File: src/rtl/vga_sync.sv
`timescale 1ns/1ps
// vga_sync: 640x480@60Hz VGA timing generator driven from the system clock.
// A clk/CLK_DIV divider produces p_tick once per pixel; x/y walk the full
// H_TOTAL x V_TOTAL raster. hsync/vsync are registered from the next-state
// counters so they change on the same edge as x/y.
//
// Ports:
//   clk         in   system clock
//   reset       in   asynchronous, active-low reset
//   hsync       out  horizontal sync, active-low, registered
//   vsync       out  vertical sync, active-low, registered
//   video_on    out  1 while x/y lie in the visible area (combinational)
//   p_tick      out  one-clk pulse per pixel (div == CLK_DIV-1)
//   x           out  current column, 0..H_TOTAL-1, registered
//   y           out  current line, 0..V_TOTAL-1, registered
//   frame_tick  out  one-clk pulse per frame on the first clk of x=0,
//                    y=V_DISPLAY+1; present only when VGA_SYNC_FRAME_TICK_EN
//                    is defined
module vga_sync #(
  parameter int unsigned CLK_DIV   = 4,
  parameter int unsigned H_DISPLAY = 640,
  parameter int unsigned H_FRONT   = 16,
  parameter int unsigned H_SYNC    = 96,
  parameter int unsigned H_BACK    = 48,
  parameter int unsigned V_DISPLAY = 480,
  parameter int unsigned V_FRONT   = 10,
  parameter int unsigned V_SYNC    = 2,
  parameter int unsigned V_BACK    = 33
) (
  input  logic       clk,
  input  logic       reset,
  output logic       hsync,
  output logic       vsync,
  output logic       video_on,
  output logic       p_tick,
  output logic [9:0] x,
  output logic [9:0] y
`ifdef VGA_SYNC_FRAME_TICK_EN
  ,
  output logic       frame_tick
`endif
);

  localparam int unsigned H_TOTAL = H_DISPLAY + H_FRONT + H_SYNC + H_BACK;
  localparam int unsigned V_TOTAL = V_DISPLAY + V_FRONT + V_SYNC + V_BACK;
  localparam int unsigned DIV_W   = $clog2(CLK_DIV);

  localparam logic [DIV_W-1:0] DIV_LAST = DIV_W'(CLK_DIV - 1);
  localparam logic [9:0] X_LAST   = 10'(H_TOTAL - 1);
  localparam logic [9:0] Y_LAST   = 10'(V_TOTAL - 1);
  localparam logic [9:0] X_VIS    = 10'(H_DISPLAY);
  localparam logic [9:0] Y_VIS    = 10'(V_DISPLAY);
  localparam logic [9:0] HS_FIRST = 10'(H_DISPLAY + H_FRONT);
  localparam logic [9:0] HS_LAST  = 10'(H_DISPLAY + H_FRONT + H_SYNC - 1);
  localparam logic [9:0] VS_FIRST = 10'(V_DISPLAY + V_FRONT);
  localparam logic [9:0] VS_LAST  = 10'(V_DISPLAY + V_FRONT + V_SYNC - 1);

  logic [DIV_W-1:0] div;
  logic [9:0]       x_next;
  logic [9:0]       y_next;

  always_comb begin
    p_tick = (div == DIV_LAST);
  end

  always_comb begin
    video_on = (x < X_VIS) && (y < Y_VIS);
  end

  always_comb begin
    x_next = x;
    y_next = y;
    if (p_tick) begin
      if (x == X_LAST) begin
        x_next = '0;
        y_next = (y == Y_LAST) ? '0 : y + 10'd1;
      end else begin
        x_next = x + 10'd1;
      end
    end
  end

  // Syncs decode x_next/y_next so they land on the same edge as x/y.
  always_ff @(posedge clk or negedge reset) begin
    if (!reset) begin
      div   <= '0;
      x     <= '0;
      y     <= '0;
      hsync <= 1'b1;
      vsync <= 1'b1;
    end else begin
      div   <= p_tick ? '0 : div + DIV_W'(1);
      x     <= x_next;
      y     <= y_next;
      hsync <= !((x_next >= HS_FIRST) && (x_next <= HS_LAST));
      vsync <= !((y_next >= VS_FIRST) && (y_next <= VS_LAST));
    end
  end

`ifdef VGA_SYNC_FRAME_TICK_EN
  localparam logic [9:0] FT_Y = 10'(V_DISPLAY + 1);

  // Only a p_tick edge can move onto (0, FT_Y), so the pulse is one clk wide.
  always_ff @(posedge clk or negedge reset) begin
    if (!reset) begin
      frame_tick <= 1'b0;
    end else begin
      frame_tick <= p_tick && (x_next == '0) && (y_next == FT_Y);
    end
  end
`endif

endmodule

File: config.mk
export PLATFORM = sky130hd
export DESIGN_NAME = vga_sync
export DESIGN_NICKNAME = d
export VERILOG_FILES = /design/src/rtl/vga_sync.sv
export SDC_FILE = /design/constraint.sdc
export NUM_CORES = 1
export LEC_CHECK = 0
export CAP_MARGIN = 10
export CELL_PAD_IN_SITES_DETAIL_PLACEMENT = 0
export CELL_PAD_IN_SITES_GLOBAL_PLACEMENT = 1
export CORE_MARGIN = 10
export CORE_UTILIZATION = 30
export CTS_CLUSTER_DIAMETER = 80
export CTS_CLUSTER_SIZE = 14
export DETAILED_ROUTE_END_ITERATION = 10
export GPL_TIMING_DRIVEN = 0
export HOLD_SLACK_MARGIN = 0.15
export PLACE_DENSITY_LB_ADDON = 0.12
export RECOVER_POWER = 25
export SYNTH_ARGS = -nofsm -noshare
export SYNTH_HDL_FRONTEND = slang
export SYNTH_SLANG_ARGS = --single-unit
File: constraint.sdc
create_clock -name clk -period 2 [get_ports clk]
set_clock_uncertainty 0.1 [all_clocks]
set_input_delay 0.2 -clock clk [delete_from_list [all_inputs] [get_ports clk]]
set_output_delay 0.2 -clock clk [all_outputs]
set_load 0.05 [all_outputs]
# Word-level counts from Yosys, hierarchy flattened
# Index checks and enable logic that the tools add are counted.
# classes
order_cmp,6
n_eq_ne,3
add_sub_neg,3
n_mux,6
reduce_logical,5
# ops
cell,count
10-bit 2-to-1 mux,5
10-bit by 1-bit adder with 10-bit output (second input constant),2
10-bit == test (second input constant),2
10-bit greater-or-equal comparator (second input constant),1
10-bit by 9-bit greater-or-equal comparator with 1-bit output (second input constant),1
10-bit less-or-equal comparator (second input constant),1
10-bit by 9-bit less-or-equal comparator with 1-bit output (second input constant),1
10-bit less-than comparator (second input constant),1
10-bit by 9-bit less-than comparator with 1-bit output (second input constant),1
1-bit logical AND,3
2-bit by 1-bit adder with 2-bit output (second input constant),1
2-bit == test (second input constant),1
1-bit zero test,2
2-bit 2-to-1 mux,1
# word_totals
inputBits,2
reg_bits,24
out_inout_bits,24
wordCells,28

# Longest topological paths before layout
# Gate-level depths: netlist of run 1.
# depth
depth_word,7
mapped_depth,9

# Worst setup path before layout of run 1
# OpenSTA, ideal clock, no wires.
# synth_path
path_type,flip-flop to flip-flop
start,register div[0]
end,register y[4]
path_buffers,2
path_stages_with_launch,8
synth_period_minus_slack_ns,2.214
t_required_ns,1.834
arrival_ns,2.048
path_slack_ns,-0.214
cell_sequence,dfrtp_1 ha_1 and2_1 buf_4 nand4_1 buf_2 or4_1 nand2_1
# synth_via
elab_chain_cells,2
# synth_lines
item,line_no,rtl
from (decl),58,logic [DIV_W-1:0] div;
from (signal assigned),92,div <= p_tick ? '0 : div + DIV_W'(1);
2-bit == test,63,p_tick = (div == DIV_LAST);
named net p_tick,35,"output logic p_tick,"
10-bit 2-to-1 mux,73,if (p_tick) begin
named net y_next[4],60,logic [9:0] y_next;
to (signal assigned),94,y <= y_next;
to (decl),37,output logic [9:0] y
# The timed path passes the listed nets, and every way through them passes these cells.

# Worst setup path in the final report of run 1
# layout_path
start,register y[1]
end,register vsync
# layout_via
elab_chain_cells,7
# layout_lines
item,line_no,rtl
10-bit by 1-bit adder with 10-bit output or 10-bit == test (tied branches),76,y_next = (y == Y_LAST) ? '0 : y + 10'd1;
10-bit 2-to-1 mux,76,
10-bit 2-to-1 mux,74,if (x == X_LAST) begin
10-bit 2-to-1 mux (*),73,
10-bit by 9-bit greater-or-equal comparator with 1-bit output or 10-bit by 9-bit less-or-equal comparator with 1-bit output (tied branches),96,vsync <= !((y_next >= VS_FIRST) && (y_next <= VS_LAST));
1-bit logical AND (*),96,
1-bit zero test (*),96,
to (signal assigned),96,
to (decl),33,"output logic vsync,"
# Mark *: on every way between the ends. The rest lies on a longest branch, timed or not.

==> results.txt, run 1 <==
- Outcome: finished, final reports clean
- The floorplan has 24 rows.
- Endpoint required time on the critical path: 2.11 ns
- In this run the cell area of the synthesized design comes to 1400 um^2.
- The post-route netlist has a little over a quarter of its cells at a drive strength greater than 1.
- Clock slew at the register clock pins of the worst setup and hold paths: 0.09 ns
- In this run the number of H-tree levels came out at 1.
- The number of antenna violations at the first check in global routing is 0.
- Detailed placer's ending HPWL: 2.79 mm
- Overflow left after global routing: 0
* Final cell count without fillers: 241
- Using the TritonRoute via totals, the vias-per-cell ratio works out to 5.37.
- Layout Area Growth over Synthesis: 40.3%
- Util after Layout: 44.3%
- Slew HR: between 30% and 40%
- Synth Net Count: 156
- The netlist uses 45 different library cells.
- Setup repair after global routing missed its margin: yes
- Along the worst path, the maximum fanout reaches 2.
- The worst setup path is captured at a flop.
* TritonCTS clock tree: yes
- In this run the standard cell core region covers 4440 um^2.
- Arrival time reported for the critical path endpoint: 2.07 ns
- Maximum clock insertion buffer count: 2
- In this run the power spent charging and discharging nets is about 0.00017 W.
- Switch share: 20.6%
- Post-route fraction of the period consumed by the critical path: approximately 98%
* FF/Latch Area: 613 um^2
* Max-capacitance violation count: 0
- Die width: 88.4 um
* Synthesized area per cell: 9.35 um^2
- Count of unresolved DRC violations after routing: 0
* Max frequency: 510 MHz
- Post-detailed-route count of antenna-violating nets: 0
- The die covers 7810 um^2.
- Critical setup path kind: reg -> reg
* Synth Flop Type: sky130_fd_sc_hd__dfrtp_1
- Fin nets: 196
- Buffers inserted to repair hold after CTS numbered 0.
- Vias in the first global route: ~1,300
- Starting utilization of the core area: 31.6%
* Total non-filler cell area in the finished layout: roughly 2000 um^2
- The number of clock buffers added by TritonCTS is 3.
- Fin. max-slew vios: 0
- IR Drop Worst-Case VDD: 0.209 mV
- The clock network is responsible for 40.5% of the overall power.
* Post-placement cell count: roughly 230
- In the synthesized netlist, the number of instances is 150.
- Setup violations remaining at the end of the flow were counted as 0.
- After detailed routing, the average wire length per cell comes to 16.4 um.
- Relative contribution of sequential cells to total power: between 50% and 60%
- For the pin with the worst max-slew slack, the measured transition is roughly 0.92 ns.
* Count of final hold-check violations: 0
- Across every metal layer, demand over resource in global routing totals 10.3%.
- Of all flip-flops after synthesis, the portion carrying an async set or reset was between 90% and 100%.
- Summing all multi-input logic gate instances after layout gives 818 um^2.
- The final route contains 1,295 vias.
* Total detailed-routing wirelength: around 3.9 mm
- Startpoint type of the worst setup path: flop
- Type of the tightest min-delay check: in -> async
* Minimum clock period: a little under 2 ns
- Pin count of the biggest net entering global routing: 25
- Yosys mapped a number of flops with a built-in enable equal to 0.
- Root Driver: sky130_fd_sc_hd__clkbuf_8
- Synthesized flop and latch total: 24
- Port buffering added 25 buffers.
- In this run the static leakage power is 0.833 nW.
- The first global-routing pass estimated 6.49 mm of wire.
- Count of inserted antenna diode cells: 0
* PwrDens: 424 nW/um^2
- Internal power contribution: 0.000662 W
- Post-place instance area: 1730 um^2
- The later pin in the worst-skew pair is clocked with a latency of 0.27 ns.
- Sequential elements use 43.0% of the synthesized area.
- Fill cells in the final layout number 446.
- Logic gate share of total power: 1.4%
- For this design, the sink count on the clock tree is 24.
* Die height: 88.4 um
- Violation count after the first detailed-routing iteration: 70
- GP Congestion: 0.833
* Synth warnings: 0
- The pre-antenna-repair detailed-routing pass consisted of 4 iterations.
* Top-Level Pins: 26
[cells in the final DEF, fill, tap and decap left out, drive strengths merged, types with 3 or more instances in the layout]
| cell | synthesis | layout |
|---|---|---|
| clkdlybuf4s50 | 0 | 21 |
| buf | 8 | 17 |
| dfrtp | 22 | 22 |
| clkbuf | 1 | 7 |
| nand3 | 6 | 6 |
| nor2b | 3 | 3 |
| nor4 | 3 | 3 |
| and3 | 3 | 3 |
| xnor2 | 5 | 5 |
| nor3 | 5 | 5 |
| inv | 7 | 7 |
| ha | 4 | 4 |
| o21ai | 14 | 14 |
| nor2 | 9 | 9 |
| nand2 | 17 | 17 |
| nand4 | 8 | 8 |
| xor2 | 4 | 4 |
[registers in the layout, indices dropped and copies added (netlist names)]
signal  count
div         2
hsync       1
vsync       1
x          10
y          10
[cell usage after synthesis (all sizes together), types with 2 or more instances]
| master | number | area share, % |
|---|---|---|
| a31oi | 2 | 0.89 |
| and3 | 3 | 1.3 |
| and4 | 2 | 1.2 |
| buf | 8 | 3.5 |
| dfrtp | 22 | 39 |
| dfstp | 2 | 3.7 |
| ha | 4 | 3.6 |
| inv | 7 | 1.9 |
| nand2 | 17 | 4.5 |
| nand2b | 2 | 0.89 |
| nand3 | 6 | 2.1 |
| nand4 | 8 | 3.6 |
| nor2 | 9 | 2.4 |
| nor2b | 3 | 1.3 |
| nor3 | 5 | 1.8 |
| nor3b | 2 | 1.1 |
| nor4 | 3 | 2.4 |
| nor4b | 2 | 1.7 |
| o21ai | 14 | 5.0 |
| xnor2 | 5 | 3.1 |
| xor2 | 4 | 2.5 |
[kinds of logic (layout without fill, tap and decap cells)]
logic type | after synthesis | after routing | synth area share (%)
xor gates and xnor gates | 9 | 9 | 5.62
AOI/OAI and AO/OA | 29 | 29 | 14.0
buffers and inverters | 16 | 55 | 5.62
DFF | 24 | 24 | 43.0
muxes | 1 | 1 | 0.714
and+or+nand+nor | 67 | 67 | 27.5
adders and majority gates | 4 | 4 | 3.57
[routing by layer]
layer  share of wire (%)  track usage [%]  vias to the layer above
met1                  48             13.5                      632
met5                   0                0                        -
met4                0.86             3.23                        0
li1                    -                -                      626
met3                 5.5             2.48                        4
met2                  45             16.3                       33
[power groups by stage]
stage	clock network [W]	registers, W	logic (W)
after global placement	0	0.000494	0.0000122
after floorplan	0	0.000495	0.000000000292
after detailed placement	0	0.000494	0.0000124
final	0.000337	0.000485	0.0000116
after CTS	0.000352	0.000485	0.0000124
after global routing	0.000376	0.000485	0.0000139
[path summary, 6_finish.rpt]
kind,start,to,slack [ns],cells after the start
max reg2reg,y[1],vsync,0.04,8
min,reset,y[4],0.19,1
min reg2reg,div[0],div[0],0.39,1
max in group asynchronous,reset,x[3],0.38,2
min in group clk,div[0],div[0],0.39,1
max,y[1],vsync,0.04,8
[through the flow]
stage / setup slack (ns) / power [W] / hold slack, ns / TNS (ns)
global route: -0.0407 / 0.000875 / 0.212 / -0.0407
detailed placement: -0.0725 / 0.000507 / 0.331 / -0.111
global placement: -0.0535 / 0.000507 / 0.319 / -0.0735
CTS: 0.0101 / 0.000849 / 0.383 / 0
finish: 0.0394 / 0.000834 / 0.192 / 0
floorplan: -0.00941 / 0.000495 / -0.196 / -0.00941
[critical path, cell delays in order, from the launching register on]
cell and delay, ns:
sky130_fd_sc_hd__dfrtp_2 0.42, sky130_fd_sc_hd__inv_2 0.08, sky130_fd_sc_hd__ha_4 0.13, sky130_fd_sc_hd__or4b_4 0.47, sky130_fd_sc_hd__nor4_4 0.18, sky130_fd_sc_hd__buf_4 0.17
sky130_fd_sc_hd__nor4_4 0.04, sky130_fd_sc_hd__o2111a_1 0.25, sky130_fd_sc_hd__nand4_1 0.08
[area by class of cell]
| class | instances | share of cell area, % |
|---|---|---|
| clock buffers | 4 | 2.80 |
| repair buffers | 35 | 16.1 |
| plain buffers | 9 | 3.69 |
| inverters | 7 | 1.34 |
| flip-flops and latches | 24 | 31.2 |
| multi-input cells | 110 | 41.6 |
| well taps | 52 | 3.31 |
[timing repair]
item | CTS | global route
setup endpoints to repair | 9 | 12
pin swaps | 6 | 5
buffers inserted | 5 | 4
gates resized for setup | 8 | 25
No activity file was read; power rests on OpenSTA's default activity.
==> run 2, diff against run 1 <==
--- a/config.mk
+++ b/config.mk
@@ -8,7 +8,7 @@
 export CAP_MARGIN = 10
 export CELL_PAD_IN_SITES_DETAIL_PLACEMENT = 0
 export CELL_PAD_IN_SITES_GLOBAL_PLACEMENT = 1
-export CORE_MARGIN = 10
+export CORE_MARGIN = 5
 export CORE_UTILIZATION = 30
 export CTS_CLUSTER_DIAMETER = 80
 export CTS_CLUSTER_SIZE = 14
==> run 2 against run 1 <==
  * Fmax grew 0.91%
  * Utilization is 0.53 points lower
  * Sequential power is essentially flat
  * Critical path depth is 2 lower
  * Critical path type unchanged
  * Largest cell class unchanged
  * Global-route usage rose by 2.7 points
  * Wire length shrank 4.1%
  * Highest routed layer unchanged
==> results.txt, run 2 (synthesized netlist as in run 1, its figures left out) <==
* Outcome: finished, final reports clean
- Level count of the clock H-tree: 1
- For this block, the routed nets add up to 3.79 mm of wire.
- Detailed placement ended at an HPWL of 2.61 mm.
- The die is 78.4 um wide.
* Switch Pwr: 0.000180 W
* Cell row count: 24
- In the layout the commonest cells are sky130_fd_sc_hd__clkdlybuf4s50_1, sky130_fd_sc_hd__nand2_1, sky130_fd_sc_hd__dfrtp_1, sky130_fd_sc_hd__buf_4.
* Root Driver: sky130_fd_sc_hd__clkbuf_8
- Worst-margin pin slew: between 0.7 and 0.8 ns
- Layout Area Growth over Synthesis: 38.6%
- Max-capacitance violation count: 0
* Setup violation total in the final timing report: 0
- In this run, the clock network consumes approximately two fifths of the power.
- TritonCTS created 3 clock buffers.
- Based on the critical path, the design can be clocked at up to ~500 MHz.
- STA classifies the critical path startpoint as a flop.
- Overflow left after global routing: 0
- The worst setup path is captured at a flop.
- Once the floorplan was initialized, standard cells occupied a little under a third of the core.
- The total area inside the core boundary comes to 4440 um^2.
- The detailed router finished its first iteration with 65 violations.
* Logic gate share of total power: 1.4%
* Total non-filler cell area in the finished layout: 1940 um^2
* Die height: 78.4 um
* Top flop regs: x (10), y (10), div (2)
* Setup repair after global routing missed its margin: yes
* Ratio of cells with drive above 1 in the final layout: 25.4%
* Internal power contribution: between 0.0006 and 0.0007 W
- Average wire per cell in the routed design: around 16 um
* Util after Layout: 43.8%
- IR Drop Worst-Case VDD: 0.193 mV
* Number of fill cells in the layout: approximately 450
- Arrival time reported for the critical path endpoint: 2.04 ns
* Clock slew at the register clock pins of the worst setup and hold paths: 0.09 ns
- Input/output buffers: 25
* Post-route fraction of the period consumed by the critical path: 97.1%
- Total global routing track utilization: 13.0%
* Endpoint required time on the critical path: 2.10 ns
- In this run the cell area measured after placement is 1730 um^2.
- Count of unresolved DRC violations after routing: 0
* Number of antenna violations at the first check in global routing: 0
- Switch share: 22.3%
* Crit path max fanout: 9
* Fin nets: 196
- # clock sinks: 24
- The number of global-route vias before repair was 1,326.
- Source-to-sink clock delay at the later pin of the worst-skew pair: 0.28 ns
- Slew HR: 51.2%
- Entering global routing, the biggest net connects 25 pins.
* Minimum clock period: about 1.9 ns
- Count of final hold-check violations: 0
- 0 antenna diodes ended up in the layout.
- The tightest min-delay check is of the in -> async type.
- After layout, the design draws a total of 0.000810 W.
- Number of vias in the routed layout: 1,309
- After detailed routing, the number of vias per cell comes to 5.43.
- The number of placed instances, taps included, is 227.
- At the end of routability-driven placement, the weighted congestion stood at 0.838.
- Sequential cells account for 59.9% of the total power.
* Final cell count without fillers: roughly 240
- The floorplan step defined a die boundary enclosing 6140 um^2.
- Top-Level Pins: 26
* TritonCTS clock tree: yes
- The number of pins exceeding their max-slew limit in the final report is 0.
- Leaving out fill and tap cells, the most frequent cell in the layout is sky130_fd_sc_hd__clkdlybuf4s50_1.
- The first TritonRoute pass finished after 4 iterations.
- Critical setup path kind: reg -> reg
- The first global-routing pass estimated 6.40 mm of wire.
* Leakage power: 0.819 nW
- Counting along the longest clock path gives a buffer depth of 2.
- The detail route stage leaves a number of antenna-violating nets equal to 0.
- PwrDens: 417 nW/um^2
-- run 2: cell types whose count changed in the layout (fill, tap and decap cells not counted), moves of 2 or more --
cell                      before  now
sky130_fd_sc_hd__nor3_2        3    1
sky130_fd_sc_hd__nor3_1        2    4
sky130_fd_sc_hd__o21ai_1       3    5
sky130_fd_sc_hd__o21ai_0      11    9
-- run 2: final cells by class --
type	instances	area (um^2)	area share [%]
Timing Repair Buffer	35	325	16.7
Multi-Input combinational cell	110	801	41.2
Buffer	9	68.8	3.54
Inverter	7	26.3	1.35
Clock buffer	4	45.0	2.32
Sequential cell	24	613	31.5
Tap cell	52	65.1	3.35
-- run 2: per-stage QoR --
stage	setup WS, ns	TNS, ns	hold WS (ns)
after floorplan	-0.00941	-0.00941	-0.196
after global placement	-0.0532	-0.0744	0.319
after detailed placement	-0.0476	-0.0528	0.325
after CTS	0.00243	0	0.391
after global routing	-0.0245	-0.0648	0.302
final	0.0571	0	0.242
-- run 2: power groups by stage --
stage	registers (W)	logic, W	clock network [W]
after global placement	0.000494	0.0000124	0
after global routing	0.000485	0.0000143	0.000333
after floorplan	0.000495	0.000000000292	0
after detailed placement	0.000494	0.0000125	0
final	0.000485	0.0000115	0.000313
after CTS	0.000485	0.0000125	0.000323
-- run 2: worst paths after layout --
check | from | end | slack, ns | cells after the start
min reg2reg | div[0] | div[0] | 0.38 | 1
min | reset | y[4] | 0.24 | 1
max in group asynchronous | reset | y[6] | 0.47 | 2
min in group clk | div[0] | div[0] | 0.38 | 1
max reg2reg | y[4] | vsync | 0.06 | 6
max | y[4] | vsync | 0.06 | 6
-- run 2: layer usage --
layer | vias up | GRT usage [%] | wire length, um
met3 | 8 | 2.52 | 219
met4 | 0 | 5.77 | 89
met2 | 51 | 20.2 | 1710
met5 | - | 0 | 0
met1 | 623 | 17.5 | 1770
li1 | 627 | - | -
-- run 2: worst max-delay path, stage by stage (launching register included) --
cell and delay [ns]:
sky130_fd_sc_hd__dfrtp_1 0.35, sky130_fd_sc_hd__buf_2 0.22, sky130_fd_sc_hd__and4_1 0.26, sky130_fd_sc_hd__nor4b_2 0.40, sky130_fd_sc_hd__a32oi_1 0.17, sky130_fd_sc_hd__o21ai_0 0.23
sky130_fd_sc_hd__nand4_1 0.13
-- run 2: repair_timing --
| action | 4_1_cts | 5_1_grt |
|---|---|---|
| cloned | 0 | 0 |
| hold buffers | 0 | 0 |
| setup buffers | 5 | 4 |
| pin swaps | 4 | 7 |
| endpoints found under the setup margin | 6 | 12 |
| gates resized for setup | 8 | 21 |
==> run 3, diff against run 2 <==
--- a/config.mk
+++ b/config.mk
@@ -20,3 +20,4 @@
 export SYNTH_ARGS = -nofsm -noshare
 export SYNTH_HDL_FRONTEND = slang
 export SYNTH_SLANG_ARGS = --single-unit
+export TNS_END_PERCENT = 30
==> run 3 against run 2 <==
  * Global-route usage decreased by 0.53 points
  * Non-clock buffer count decreased by 6
  * Sequential share of layout area increased by 0.83 points
  * Cell area decreased by 2.6%
  * Largest cell class unchanged
  * Critical endpoint unchanged
  * Critical path type unchanged
  * Register-to-register slack got worse by 0.05 ns
  * Clock power decreased by 3%
  * First-iteration DRC count decreased by 6.2%
  * Combinational power about the same
  * Sequential power about the same
  * Cell count decreased by 2.5%
==> results.txt, run 3 (synthesized netlist as in run 1, its figures left out) <==
* Starting utilization of the core area: 31.6%
* Level count of the clock H-tree: 1
- For this block, the initial DRC count from the detailed router was 61.
* Detailed placer's ending HPWL: 2.61 mm
- Pin count of the biggest net entering global routing: 25
- From synthesis to final layout, the design area changed by 35.1%.
- Worst-margin pin slew: 0.731 ns
- Count of unresolved DRC violations after routing: 0
- VDD sags by at most around 0.19 mV.
* Slew HR: ~51%
* Outcome: finished, final reports clean
* Endpoint class of the critical path: flop
- Most common library cell in the layout ignoring fill and taps: sky130_fd_sc_hd__clkdlybuf4s50_1
- Maximum clock insertion buffer count: 2
- Buffers placed on the I/O ports in this run total 25.
* Source-to-sink clock delay at the later pin of the worst-skew pair: 0.27 ns
* Die width: 78.4 um
- Setup repair after global routing could not meet its margin everywhere.
* Leakage power: 0.799 nW
- The post-route netlist has between 20% and 30% of its cells at a drive strength greater than 1.
- Arrival time reported for the critical path endpoint: about 2.1 ns
- Average wire per cell in the routed design: 15.9 um
- After clock tree synthesis, the flow added hold-fix buffers numbering 0.
- For this run, the post-layout net count is 190.
- After clock tree synthesis, the clock-pin slew on the worst setup and hold paths is 0.09 ns.
- Total Power: 0.000802 W
- Final cell count without fillers: 235
- Top flop regs: x (10), y (10), div (2)
- The number of placed instances, taps included, is 227.
* Most used cells in the layout excluding fill and tap cells: sky130_fd_sc_hd__clkdlybuf4s50_1, sky130_fd_sc_hd__nand2_1, sky130_fd_sc_hd__dfrtp_1, sky130_fd_sc_hd__o21ai_0, sky130_fd_sc_hd__nor2_1
* GP Congestion: 0.838
- Die height: 78.4 um
- Cell row count: 24
- Endpoint required time on the critical path: 2.11 ns
- 0 antenna diodes ended up in the layout.
- Root Driver: sky130_fd_sc_hd__clkbuf_8
* Total detailed-routing wirelength: 3.73 mm
* Total global routing track utilization: 12.5%
- Type of the tightest min-delay check: in -> async
- In this run the remaining antenna-violating nets after routing total 0.
- Global-route wire length before repair: 6.18 mm
- STA classifies the critical path startpoint as a flop.
- Drt pass-1 iters: 4
* Crit path max fanout: 6
* Minimum clock period: 1.99 ns
- CTS buffer count: 3
- Summed over all layers, the global routing overflow is 0.
- The floorplan step defined a core boundary enclosing about 4400 um^2.
- Number of vias in the routed layout: 1,287
* PwrDens: between 400 and 500 nW/um^2
- TritonCTS built the clock tree.
* Via-per-instance ratio: 5.48
* Setup_tns: 0 ns
* Max frequency: approximately 500 MHz
- The number of antenna violations at the first check in global routing is 0.
- Fin. max-slew vios: 0
- Critical setup path kind: reg -> reg
- Setup violations remaining at the end of the flow were counted as 0.
- After layout, the worst path uses 99.7% of the clock period.
- The floorplan step defined a die boundary enclosing 6140 um^2.
- Max-capacitance violation count: 0
* Count of final hold-check violations: 0
* Top-Level Pins: 26
- The number of global-route vias before repair is 1,282.
* # clock sinks: 24
* Final hold slack: 0.244 ns
[run 3: final timing paths]
check | cells past startpoint | start | slack, ns | to
hold / removal | 1 | reset | 0.24 | y[4]
setup / recovery | 7 | y[0] | 0.005 | vsync
hold reg to reg | 1 | div[0] | 0.38 | div[0]
min in group clk | 1 | div[0] | 0.38 | div[0]
setup reg to reg | 7 | y[0] | 0.005 | vsync
max in group asynchronous | 2 | reset | 0.48 | y[6]
[run 3: layout make-up]
| type | count | area [um^2] |
|---|---|---|
| fill | 445 | 2550 |
| inverter | 7 | 28.8 |
| tap | 52 | 65.1 |
| clock buffer | 4 | 45.0 |
| sequential | 24 | 613 |
| multi-input combinational | 110 | 792 |
| timing repair buffer | 29 | 278 |
| buffer | 9 | 72.6 |
[run 3: worst max-delay path, stage by stage (launching register included)]
cell                       delay (ns)
sky130_fd_sc_hd__dfrtp_2         0.45
sky130_fd_sc_hd__inv_2           0.09
sky130_fd_sc_hd__ha_4            0.13
sky130_fd_sc_hd__or4b_4          0.48
sky130_fd_sc_hd__nor4_4          0.23
sky130_fd_sc_hd__nor4_2          0.09
sky130_fd_sc_hd__o2111a_1        0.25
sky130_fd_sc_hd__nand4_1         0.10
[run 3: power by group]
part / internal [W] / switching (W)
registers: 0.000485 / 0
logic: 0.00000173 / 0.00000967
clock network: 0.000143 / 0.000163
[run 3: stage by stage]
| step | worst slack, ns | area, um^2 | util [%] |
|---|---|---|---|
| floorplan | -0.00941 | 1420 | - |
| global placement | -0.0532 | 1730 | 38.9 |
| detailed placement | -0.0476 | 1730 | 38.9 |
| CTS | -0.0277 | 1800 | 40.4 |
| global route | -0.0738 | 1890 | 42.6 |
| finish | 0.00541 | 1890 | 42.6 |
[run 3: layer usage]
| layer | GRT usage (%) | vias to the layer above | share of wire [%] |
|---|---|---|---|
| li1 | - | 614 | - |
| met1 | 16.8 | 636 | 47 |
| met2 | 19.5 | 33 | 47 |
| met3 | 2.52 | 4 | 4.9 |
| met4 | 5.07 | 0 | 1.1 |
| met5 | 0 | - | 0 |
[run 3: what timing repair did]
item | CTS | global route
pin swaps | 0 | 1
gates cloned | 0 | 0
gates resized for setup | 5 | 20
endpoints found under the setup margin | 6 | 12
setup buffers | 0 | 3
endpoints found under the hold margin | 0 | 0
